File: src/rtl/mul_pkg.sv
// Shared definitions for the sequential shift-and-add multiplier.
package mul_pkg;
  localparam int MUL_WIDTH = 16;
  localparam int CNT_W = $clog2(MUL_WIDTH);

  typedef enum logic [1:0] {IDLE, ITER, FIX, DONE} state_t;
endpackage

File: src/rtl/mul_iter_step.sv
// One combinational shift-and-add iteration built around a controlled adder.
module mul_iter_step #(
  parameter int WIDTH = 16
) (
  input  logic [2*WIDTH-1:0] acc,
  input  logic [2*WIDTH-1:0] mcand,
  input  logic [WIDTH-1:0]   mplier,
  output logic [2*WIDTH-1:0] acc_next,
  output logic [2*WIDTH-1:0] mcand_next,
  output logic [WIDTH-1:0]   mplier_next
);
  logic [2*WIDTH-1:0] addend;

  // Controlled adder: the selection bit gates the multiplicand into the sum.
  assign addend      = mplier[0] ? mcand : '0;
  assign acc_next    = acc + addend;
  assign mcand_next  = {mcand[2*WIDTH-2:0], 1'b0};
  assign mplier_next = {1'b0, mplier[WIDTH-1:1]};
endmodule

File: src/rtl/mul_seq_controller.sv
// Multi-cycle signed/unsigned multiplier sequencer: magnitude multiply over
// WIDTH shift-and-add iterations, then sign correction and range check.
module mul_seq_controller
  import mul_pkg::*;
#(
  parameter int WIDTH = MUL_WIDTH
) (
  input  logic             clk,
  input  logic             rst,
  input  logic             flush,
  input  logic             req_valid,
  output logic             req_ready,
  input  logic             op_signed,
  input  logic [WIDTH-1:0] op_a,
  input  logic [WIDTH-1:0] op_b,
  output logic             resp_valid,
  input  logic             resp_ready,
  output logic [WIDTH-1:0] result,
  output logic             overflow,
  output logic             busy
);
  localparam int PW = 2 * WIDTH;
  localparam int ITER_CNT_W = $clog2(WIDTH);
  localparam logic [ITER_CNT_W-1:0] CNT_LAST = ITER_CNT_W'(WIDTH - 1);
  localparam logic [PW-1:0] HALF = PW'(1) << (WIDTH - 1);

  state_t                state;
  logic [PW-1:0]         acc, mcand, acc_next, mcand_next;
  logic [WIDTH-1:0]      mplier, mplier_next;
  logic [ITER_CNT_W-1:0] cnt;
  logic                  neg, sgn;

  // The most negative input maps to 2^(WIDTH-1), which still fits unsigned.
  function automatic logic [WIDTH-1:0] magnitude(input logic [WIDTH-1:0] x,
                                                 input logic s);
    return (s && x[WIDTH-1]) ? -x : x;
  endfunction

  function automatic logic [WIDTH-1:0] sign_fix(input logic [PW-1:0] mag,
                                                input logic n);
    logic signed [PW-1:0] p;
    p = n ? -$signed(mag) : $signed(mag);
    return p[WIDTH-1:0];
  endfunction

  // Negative results may reach -2^(WIDTH-1); a zero magnitude never overflows.
  function automatic logic range_check(input logic [PW-1:0] mag,
                                       input logic s, input logic n);
    if (!s)     return |mag[PW-1:WIDTH];
    else if (n) return mag > HALF;
    else        return mag >= HALF;
  endfunction

  mul_iter_step #(.WIDTH(WIDTH)) u_step (
    .acc        (acc),
    .mcand      (mcand),
    .mplier     (mplier),
    .acc_next   (acc_next),
    .mcand_next (mcand_next),
    .mplier_next(mplier_next)
  );

  always_ff @(posedge clk or posedge rst) begin
    if (rst) begin
      state      <= IDLE;
      req_ready  <= 1'b1;
      resp_valid <= 1'b0;
      busy       <= 1'b0;
      result     <= '0;
      overflow   <= 1'b0;
      acc        <= '0;
      mcand      <= '0;
      mplier     <= '0;
      cnt        <= '0;
      neg        <= 1'b0;
      sgn        <= 1'b0;
    end else if (flush) begin
      state      <= IDLE;
      req_ready  <= 1'b1;
      resp_valid <= 1'b0;
      busy       <= 1'b0;
    end else begin
      case (state)
        IDLE: begin
          if (req_valid) begin
            mcand     <= PW'(magnitude(op_a, op_signed));
            mplier    <= magnitude(op_b, op_signed);
            neg       <= op_signed & (op_a[WIDTH-1] ^ op_b[WIDTH-1]);
            sgn       <= op_signed;
            acc       <= '0;
            cnt       <= '0;
            req_ready <= 1'b0;
            busy      <= 1'b1;
            state     <= ITER;
          end
        end
        ITER: begin
          acc    <= acc_next;
          mcand  <= mcand_next;
          mplier <= mplier_next;
          cnt    <= cnt + 1'b1;
          if (cnt == CNT_LAST) state <= FIX;
        end
        FIX: begin
          result     <= sign_fix(acc, neg);
          overflow   <= range_check(acc, sgn, neg);
          resp_valid <= 1'b1;
          state      <= DONE;
        end
        DONE: begin
          if (resp_ready) begin
            resp_valid <= 1'b0;
            req_ready  <= 1'b1;
            busy       <= 1'b0;
            state      <= IDLE;
          end
        end
        default: state <= IDLE;
      endcase
    end
  end
endmodule

File: config.mk
export PLATFORM = sky130hd
export DESIGN_NAME = mul_seq_controller
export DESIGN_NICKNAME = d
export VERILOG_FILES = /design/src/rtl/mul_pkg.sv /design/src/rtl/mul_iter_step.sv /design/src/rtl/mul_seq_controller.sv
export SDC_FILE = /design/constraint.sdc
export NUM_CORES = 1
export LEC_CHECK = 0
export CORE_MARGIN = 10
export CORE_UTILIZATION = 60
export CTS_BUF_LIST = sky130_fd_sc_hd__clkbuf_2
export DETAILED_ROUTE_END_ITERATION = 6
export PLACE_DENSITY = 0.83
export REMOVE_ABC_BUFFERS = 1
export SYNTH_ARGS = -nofsm -noshare
export SYNTH_HDL_FRONTEND = slang
export SYNTH_SLANG_ARGS = --single-unit
export TNS_END_PERCENT = 20
File: constraint.sdc
create_clock -name clk -period 5.7 [get_ports clk]
set_input_delay 1.71 -clock clk [delete_from_list [all_inputs] [get_ports clk]]
set_output_delay 1.71 -clock clk [all_outputs]
set_load 0.02 [all_outputs]
==> flow_summary_export.csv, run 1 <==
group,metric,value,unit
run_status,outcome,"complete, no violations",
clock_network,cts_resized,0,
clock_network,clock_sink_count,108,
setup_path,worstSetupStartpointType,"flop",
synth,ys_ff_latch,108,
power,switching_share,0.438,
power,p_seq_frac,0.423,
power,pwr-share-comb,0.450,
grt,grt_use_met2,0.346,
die,core_area,11500,um2
synth,yosys_most_used_dff,"dfrtp_1",
clock_network,cts_setup_buffers,0,
detailed_routing,drcViolationCount,0,
finish,diodes,0,
sta,min_period_over_period,0.705,
grt,grt_overflow_total,0,
clock_network,cts_tree,"built",
grt,use_met3,0.0360,
setup_path,cp.arrival,4570,ps
grt,track_usage,0.211,
setup_path,end_kind,"flop",
finish,layout-drive-gt1-share,0.0435,
setup_path,crit_fanout,33,
die,start_util,0.614,
sta,drv_slew,0,
sta,holdWs,518,ps
synth,async_flop_share,1.00,
die,die_area,16500,um2
power,power_density,369,nW/um2
min_path,holdCritStartpoint,"result[8]$_DFFE_PP0P_",
detailed_routing,post_drt_wl_per_cell,16.7,um
finish,nets,946,
power,clkPwrFrac,0.127,
clock_network,ctsHoldBuffers,0,
die,io_pins,58,
power,intPower,1.61,mW
finish,area_growth,10.3,%
synth,synth.distinct_cells,66,
sta,tightest_slew,1100,ps
synth,synth-edff-count,0,
clock_network,clk_pin_slew_worst_paths,280,ps
grt,grt_pass1_wl,29100,um
place,portBuffers,57,
clock_network,htreeDepth,3,
finish,n_fill_cell,938,
synth,yosysWarnings,0,
setup_path,startpoint,"mplier[0]$_DFFE_PP0P_",
min_path,min_path_type,"reg2reg",
detailed_routing,ant_nets,0,
sta,finClkSkew,6.95,ps
detailed_routing,vias,6143,
sta,rsz0062_at_grt,"false",
sta,hold_violations,0,
clock_network,clockRootBuffer,"clkbuf_2",
grt,antenna_found_initial,0,
sta,finalSetupTns,0,ps
sta,fin_ws,1680,ps
synth,netlist_area,7040,um2
power,max-vdd-ir-drop,363,uV
place,place.gp.congestion,0.905,
detailed_routing,finalWirelength,16900,um
grt,grt_pass1_vias,6073,
power,netSwitchingPower,1.25,mW
synth,synthCells,835,
power,leakage,3.61,nW
detailed_routing,viasPerCell,6.05,
sta,max-slew-margin-rel,0.268,
job,cap_violations,0,
sta,setup_viol,0,
setup_path,crit_type,"reg2reg",
setup_path,r2r_start,"mplier[0]$_DFFE_PP0P_",
setup_path,worst_ep_required_time,6250,ps
synth,seq_area_frac_synth,0.384,
clock_network,cts_max_path_buffers,2,
place,dp.cells,1000,
die,num_rows,39,
die,die_w,128,um
die,die_h,128,um
place,dp_slack,1640,ps
grt,grt_max_degree,84,
finish,fin_cells,1016,
clock_network,cts_made_buffers,9,
detailed_routing,dr.pass1.iters,5,
place,dp.final_hpwl,12500,um
sta,period_needed,4020,ps
detailed_routing,drt_iter0_drc,495,
grt,grt_busiest_layer,"met2",
synth,avgSynthCellArea,8.43,um2
grt,met1_usage,0.277,
sta,fmax,249,MHz
clock_network,clkLatencyLatePin,630,ps
-- logic make-up after synthesis --
| kind of cell | synth area share |
|---|---|
| AOI/OAI and AO/OA | 0.210 |
| xor gates and xnor gates | 0.0846 |
| adders and majority gates | 0.0722 |
| buffers and inverters | 0.0382 |
| DFF | 0.384 |
| muxes | 0.00604 |
| and+or+nand+nor | 0.204 |
-- final timing paths --
path / endpoint / slack [ps] / cells past startpoint
max in group asynchronous: req_ready$_DFFE_PP1P_ / 3090 / 3
hold reg to reg: result[8]$_DFFE_PP0P_ / 520 / 2
hold / removal: result[8]$_DFFE_PP0P_ / 520 / 2
setup reg to reg: acc[30]$_DFFE_PP0P_ / 1680 / 12
setup / recovery: acc[30]$_DFFE_PP0P_ / 1680 / 12
min in group asynchronous: state[0]$_DFFE_PP0P_ / 1590 / 2
-- registers in the layout, indices dropped and copies added, names as in the netlist --
name        count
mcand          32
cnt             4
neg             1
result         16
req_ready       1
acc            32
resp_valid      1
sgn             1
busy            1
state           2
overflow        1
mplier         16
-- critical path, stage by stage (launching register included) --
cell       delay, ps
dfrtp_1          970
and2_1           270
ha_1             210
inv_1             70
fa_1             410
nor2b_1          170
o2111ai_1        190
a31oi_1          420
o21bai_1         190
nand2_1          210
a21oi_1          170
o2111a_1         280
or3_1            370
-- cell usage after synthesis, types with 3 or more instances --
cell / n / area, um2
nor2_1: 44 / 165
nand2b_1: 6 / 37.5
a21o_1: 14 / 105
a31oi_1: 10 / 62.6
and2_1: 33 / 206
o21ai_0: 76 / 380
nor3_1: 16 / 80.1
dfrtp_1: 107 / 2680
o2111ai_1: 3 / 26.3
nor4_1: 8 / 50.1
o22ai_1: 15 / 93.8
nand3_1: 36 / 180
xor2_1: 29 / 254
ha_1: 39 / 488
o21a_1: 7 / 52.6
xnor2_1: 39 / 342
o31ai_1: 9 / 67.6
nand2_1: 136 / 510
a21oi_1: 66 / 330
and3_1: 4 / 25.0
inv_1: 25 / 93.8
and2_2: 3 / 22.5
a22oi_1: 10 / 75.1
nor2b_1: 4 / 25.0
nand4_1: 5 / 31.3
clkbuf_1: 35 / 131
or3_1: 4 / 25.0
-- area by class of cell --
type                    instances  area [um2]  area share
clock buffers                   9        45.0     0.00580
clock inverters                 7        65.1     0.00838
flip-flops and latches        108        2700       0.348
inverters                      25        96.3      0.0124
repair buffers                 61         601      0.0774
multi-input cells             663        4070       0.525
well taps                     143         179      0.0231
-- routing by layer --
layer / vias to the layer above / wire length [um]
li1: 3013 / -
met1: 2889 / 7520
met2: 215 / 8010
met3: 26 / 1100
met4: 0 / 297
met5: - / 0
-- stage by stage --
step	instance area (um2)	total power, mW	util
after floorplan	6860	2.07	-
after global placement	7650	2.45	0.667
after detailed placement	7650	2.51	0.667
after CTS	7760	2.87	0.677
after global routing	7760	3.11	0.677
final	7760	2.86	0.677
-- power groups by stage --
stage               logic, mW  registers, mW  clock network (mW)
floorplan               0.854           1.22                   0
global placement         1.24           1.21                   0
detailed placement       1.29           1.22                   0
CTS                      1.30           1.21               0.368
global route             1.46           1.24               0.400
finish                   1.29           1.21               0.364
-- placed cells by master (no fill, tap or decap), drive strengths merged, types with 4 or more instances in the layout --
cell	n
a22oi	10
o21a	7
xnor2	39
o21ai	77
a31oi	10
nor3	16
nand2	136
and3	5
nor2b	4
clkinv	4
buf	4
clkdlybuf4s50	57
inv	26
nor4	8
clkbuf	9
nand2b	6
a21o	16
ha	39
o22ai	15
and2	36
xor2	29
nand4	5
dfrtp	107
nand3	37
or3	4
o31ai	9
a21oi	68
nor2	44
Power figures use the tool's default switching activity.
==> run 2: changes to the inputs <==
Clock period 5.7 ns to 3.75 ns, I/O delays scaled along.
==> run 2 against run 1 <==
Compared with the run above:
- worst hold slack lost 3.6 ps
- sequential share of layout area shrank 0.33 points
- sequential power grew 50%
- total power grew 54%
- via count grew 1.4%
- maximum frequency grew 27%
- register-to-register slack lost 1100 ps
- core utilization grew 0.65 points
- clock power grew 45%
- first-iteration DRC count shrank 3.0%
- critical path type unchanged
- largest power group unchanged
==> flow_summary_export.csv, run 2 (synthesized netlist as in run 1, its figures left out) <==
group,metric,value,unit
clock_network,cts_made_buffers,9,
grt,grt_busiest_layer,"met2",
power,power_density,561,nW/um2
grt,grt_max_degree,47,
finish,final_common_cell,"nand2_1",
grt,antenna_found_initial,0,
detailed_routing,ant_nets,0,
setup_path,crit_fanout,32,
clock_network,cts_tree,"built",
finish,area_growth,11.3,%
die,start_util,0.614,
place,place.gp.congestion,0.941,
detailed_routing,drcViolationCount,0,
detailed_routing,dr.pass1.iters,5,
sta,tightest_slew,874,ps
finish,nets,953,
power,leakage,3.65,nW
clock_network,htreeDepth,3,
detailed_routing,viasPerCell,6.09,
sta,fin_ws,581,ps
finish,n_fill_cell,927,
clock_network,clk_pin_slew_worst_paths,320,ps
finish,layout-drive-gt1-share,0.0523,
sta,drv_slew,0,
clock_network,clock_sink_count,108,
setup_path,slowest_delay,440,ps
die,die_area,16500,um2
sta,max-slew-margin-rel,0.417,
place,portBuffers,57,
run_status,outcome,"complete, no violations",
clock_network,clockRootBuffer,"clkbuf_2",
clock_network,ctsHoldBuffers,0,
sta,min_period_over_period,0.845,
setup_path,crit_chain,"buf_4 > nand2_1 > fa_1 > nor2b_1 > o2111ai_1 > a31oi_1 > o21bai_1 > nand2_1 > a21oi_1 > o2111a_1 > or3_1",
setup_path,crit_top_cell,"nand2_1",
grt,use_met3,0.0459,
die,io_pins,58,
detailed_routing,finalWirelength,17200,um
sta,hold_violations,0,
setup_path,slowest_stage,"fa_1",
die,die_w,128,um
finish,layout_common_cells,"nand2_1 (136), dfrtp_1 (107), o21ai_0 (76), a21oi_1 (65), clkdlybuf4s50_1 (57)",
grt,grt_pass1_wl,28800,um
detailed_routing,drt_iter0_drc,480,
sta,fmax,316,MHz
detailed_routing,post_drt_wl_per_cell,16.9,um
clock_network,clkLatencyLatePin,660,ps
finish,reg_top3,"acc (32), mcand (32)",
grt,track_usage,0.211,
sta,rsz0062_at_grt,"false",
job,cap_violations,0,
die,die_h,128,um
setup_path,crit_type,"reg2reg",
die,num_rows,39,
setup_path,cp.buffers_inverters,1,
grt,grt_pass1_vias,5982,
grt,met1_usage,0.269,
setup_path,worst_ep_required_time,4350,ps
setup_path,cp.arrival,3770,ps
setup_path,critical-path-top-delay-family,"compound AO/OA/AOI/OAI gates",
power,report.power.total,4.40,mW
finish,diodes,0,
sta,period_needed,3170,ps
sta,setup_viol,0,
power,max-vdd-ir-drop,440,uV
detailed_routing,vias,6226,
place,dp.final_hpwl,13400,um
clock_network,cts_max_path_buffers,2,
setup_path,end_kind,"flop",
place,dp_slack,590,ps
sta,finClkSkew,35.4,ps
clock_network,cts_setup_buffers,0,
die,core_area,11500,um2
min_path,min_path_type,"reg2reg",
grt,grt_use_met2,0.352,
setup_path,worstSetupStartpointType,"flop",
grt,grt_overflow_total,0,
clock_network,cts_resized,0,
[run 2: changes by cell type in the layout (fill, tap and decap cells not counted), sizes merged]
cell    delta
clkinv     -2
buf        +7
clkbuf     +1
bufinv     -1
inv        +2
[run 2: final cells by class]
class / instances / area [um2] / share of cell area
Multi-Input combinational cell: 663 / 4070 / 0.519
Clock buffer: 10 / 50.0 / 0.00639
Sequential cell: 108 / 2700 / 0.345
Clock inverter: 6 / 57.6 / 0.00735
Timing Repair Buffer: 68 / 678 / 0.0866
Inverter: 25 / 96.3 / 0.0123
Tap cell: 143 / 179 / 0.0228
[run 2: routing by layer]
layer  share of wire  up-vias
met1            0.44     2975
met4           0.017        0
met3           0.065       23
met5               0        -
met2            0.48      196
li1                -     3032
[run 2: through the flow]
| stage | setup TNS [ps] | hold slack, ps | area, um2 | instances | util |
|---|---|---|---|---|---|
| finish | 0 | 514 | 7840 | 1023 | 0.683 |
| global route | 0 | 542 | 7840 | 1023 | 0.683 |
| CTS | 0 | 521 | 7840 | 1023 | 0.683 |
| detailed placement | 0 | 463 | 7730 | 1007 | 0.674 |
| global placement | 0 | 460 | 7730 | 1007 | 0.674 |
| floorplan | -41920 | 439 | 6860 | 796 | - |
[run 2: worst min-delay path, stage by stage, from the launching register on]
cell,delay [ps]
dfrtp_1,410
nand2_1,40
o21ai_0,60
[run 2: where the power goes]
part	total [mW]	internal (mW)	switching [mW]
clock	0.527	0.105	0.422
sequential	1.81	1.50	0.306
combinational	2.07	0.836	1.23
[run 2: worst paths after layout]
| check | from | endpoint | slack [ps] | cells past startpoint |
|---|---|---|---|---|
| setup / recovery | mplier[0]$_DFFE_PP0P_ | acc[30]$_DFFE_PP0P_ | 580 | 11 |
| hold / removal | result[13]$_DFFE_PP0P_ | result[13]$_DFFE_PP0P_ | 510 | 2 |
| max in group asynchronous | rst | mcand[12]$_DFFE_PP0P_ | 2230 | 3 |
| min in group asynchronous | rst | acc[26]$_DFFE_PP0P_ | 770 | 2 |
| hold reg to reg | result[13]$_DFFE_PP0P_ | result[13]$_DFFE_PP0P_ | 510 | 2 |
| setup reg to reg | mplier[0]$_DFFE_PP0P_ | acc[30]$_DFFE_PP0P_ | 580 | 11 |
==> run 3: changes to the inputs <==
Settings changed: CORE_UTILIZATION 60 to 55, PLACE_DENSITY 0.83 to 0.8.
Clock period 3.75 ns to 2.9 ns, I/O delays scaled along.
==> run 3 against run 2 <==
Compared with the run above:
- the flow now finishes with violations (negative setup slack)
- cell count rose by 6.5%
- core utilization down 0.45 points
- first-iteration DRC count grew 42%
- global-route usage shrank 2.7 points
- sequential power rose by 32%
- critical path depth is 1 lower
- clock power is 57% higher
- worst hold slack got worse by 19 ps
- largest cell class unchanged
- largest power group unchanged
==> flow_summary_export.csv, run 3 (synthesized netlist as in run 1, its figures left out) <==
group,metric,value,unit
finish,layout-drive-gt1-share,0.131,
grt,grt_overflow_total,0,
sta,setup_viol,1,
power,power_density,736,nW/um2
power,max-vdd-ir-drop,433,uV
place,place.gp.congestion,0.956,
sta,finClkSkew,37.0,ps
clock_network,clock_sink_count,108,
setup_path,rr_worst_depth,10,
finish,layout_common_cells,"nand2_1 (131), dfrtp_1 (106), o21ai_0 (73), a21oi_1 (63), clkdlybuf4s50_1 (57)",
finish,seq_area,2710,um2
place,dp.cells,1062,
sta,max-slew-margin-rel,0.583,
clock_network,clk_pin_slew_worst_paths,320,ps
setup_path,slowest_delay,550,ps
setup_path,slowest_stage,"dfrtp_2",
finish,multiInputGateArea,4390,um2
grt,grt_pass1_wl,27700,um
sta,min_period_over_period,1.00,
sta,period_needed,2910,ps
die,die_area,17700,um2
detailed_routing,vias,6400,
grt,track_usage,0.184,
detailed_routing,viasPerCell,5.88,
detailed_routing,post_drt_wl_per_cell,16.3,um
grt,antenna_found_initial,1,
sta,drv_slew,0,
job,cap_violations,0,
finish,final_common_cell,"nand2_1",
sta,fmax,344,MHz
finish,n_fill_cell,987,
grt,grt_pass1_vias,5834,
clock_network,cts_max_path_buffers,2,
run_status,outcome,"finished, violations left",
clock_network,htreeDepth,3,
clock_network,cts_tree,"built",
clock_network,cts_made_buffers,9,
detailed_routing,dr_wl_met2,8210,um
finish,fin_cells,1089,
setup_path,r2r_slack,-10,ps
finish,area_growth,21.2,%
detailed_routing,drt_iter0_drc,680,
detailed_routing,drcViolationCount,0,
die,start_util,0.560,
grt,grt_max_degree,52,
detailed_routing,ant_nets,0,
sta,rsz0062_at_grt,"true",
setup_path,r2r_end,"acc[31]$_DFFE_PP0P_",
min_path,min_path_type,"in2async",
place,dpl_cell_area,7970,um2
finish,reg_top3,"acc (32), mcand (32)",
place,dp.final_hpwl,12400,um
setup_path,worst_ep_required_time,3450,ps
finish,nets,989,
die,die_h,133,um
clock_network,ctsHoldBuffers,0,
sta,fin_ws,-9.77,ps
detailed_routing,dr.pass1.iters,5,
die,die_w,133,um
die,io_pins,58,
setup_path,worstSetupStartpointType,"flop",
detailed_routing,finalWirelength,17700,um
setup_path,startpoint,"mplier[0]$_DFFE_PP0P_",
sta,tightest_slew,626,ps
setup_path,crit_fanout,10,
setup_path,worstSetupEndpoint,"acc[31]$_DFFE_PP0P_",
finish,final_core_util,0.679,
power,leakage,3.83,nW
detailed_routing,highest_layer,"met4",
setup_path,crit_type,"reg2reg",
setup_path,crit_chain,"buf_8 > and2_1 > ha_4 > nand2_2 > a21oi_1 > and2b_2 > a211o_1 > a2111o_1 > a21o_1 > a311o_1",
die,num_rows,41,
finish,post-route-cell-area,8530,um2
detailed_routing,wl_met1,7920,um
power,report.power.total,6.28,mW
detailed_routing,wl_met3,1260,um
setup_path,end_kind,"flop",
run_status,violations,"negative setup slack",
setup_path,cp.arrival,3460,ps
sta,hold_violations,0,
die,core_area,12600,um2
clock_network,clockRootBuffer,"clkbuf_2",
setup_path,r2r_start,"mplier[0]$_DFFE_PP0P_",
place,portBuffers,57,
clock_network,clkLatencyLatePin,660,ps
## run 3: cell type report
cell class / count / share of cell area
multi-input combinational: 663 / 0.514
timing repair buffer: 104 / 0.115
antenna: 1 / 0.000293
clock buffer: 9 / 0.00528
tap: 172 / 0.0252
sequential: 108 / 0.317
clock inverter: 7 / 0.0116
inverter: 25 / 0.0113
## run 3: how the worst min path moves through the flow
| stage | end | startpoint | slack, ps |
|---|---|---|---|
| floorplan | mcand[31]$_DFFE_PP0P_ | mcand[31]$_DFFE_PP0P_ | 440 |
| global placement | result[8]$_DFFE_PP0P_ | result[8]$_DFFE_PP0P_ | 460 |
| detailed placement | result[12]$_DFFE_PP0P_ | result[12]$_DFFE_PP0P_ | 470 |
| CTS | mcand[19]$_DFFE_PP0P_ | rst | 480 |
| global route | mcand[26]$_DFFE_PP0P_ | rst | 500 |
| finish | mcand[16]$_DFFE_PP0P_ | rst | 500 |
## run 3: metrics by stage
stage / setup WS [ps] / hold slack, ps / TNS [ps]
2_1_floorplan: -1640 / 439 / -164940
3_5_place_dp: -40.5 / 469 / -40.5
5_1_grt: -116 / 503 / -342
3_3_place_gp: 61.9 / 459 / 0
6_report: -9.77 / 496 / -9.77
4_1_cts: -36.1 / 480 / -94.7
## run 3: routing by layer
layer | up-vias | track usage
met5 | - | 0
li1 | 3101 | -
met4 | 0 | 0.0653
met2 | 244 | 0.289
met1 | 3024 | 0.254
met3 | 31 | 0.0286
## run 3: timing repair
action | in CTS | in global routing
buffers inserted | 1 | 7
cloned | 0 | 2
gates resized for setup | 4 | 57
pin swaps | 3 | 32
setup endpoints to repair | 7 | 16
hold endpoints to repair | 0 | 0
## run 3: critical path: cells and delay by family (launching register included)
family	cells	cell delay [ps]
flip-flops	1	550
adder cells (fa/ha/maj)	1	310
AND/OR/NAND/NOR	3	500
AO/OA/AOI/OAI	5	1290
buffers and inverters	1	160
## run 3: power breakdown
| part | switching [mW] | internal, mW | total [mW] |
|---|---|---|---|
| registers | 0.450 | 1.94 | 2.39 |
| logic | 1.70 | 1.36 | 3.06 |
| clock network | 0.536 | 0.289 | 0.825 |
| total | 2.69 | 3.59 | 6.28 |
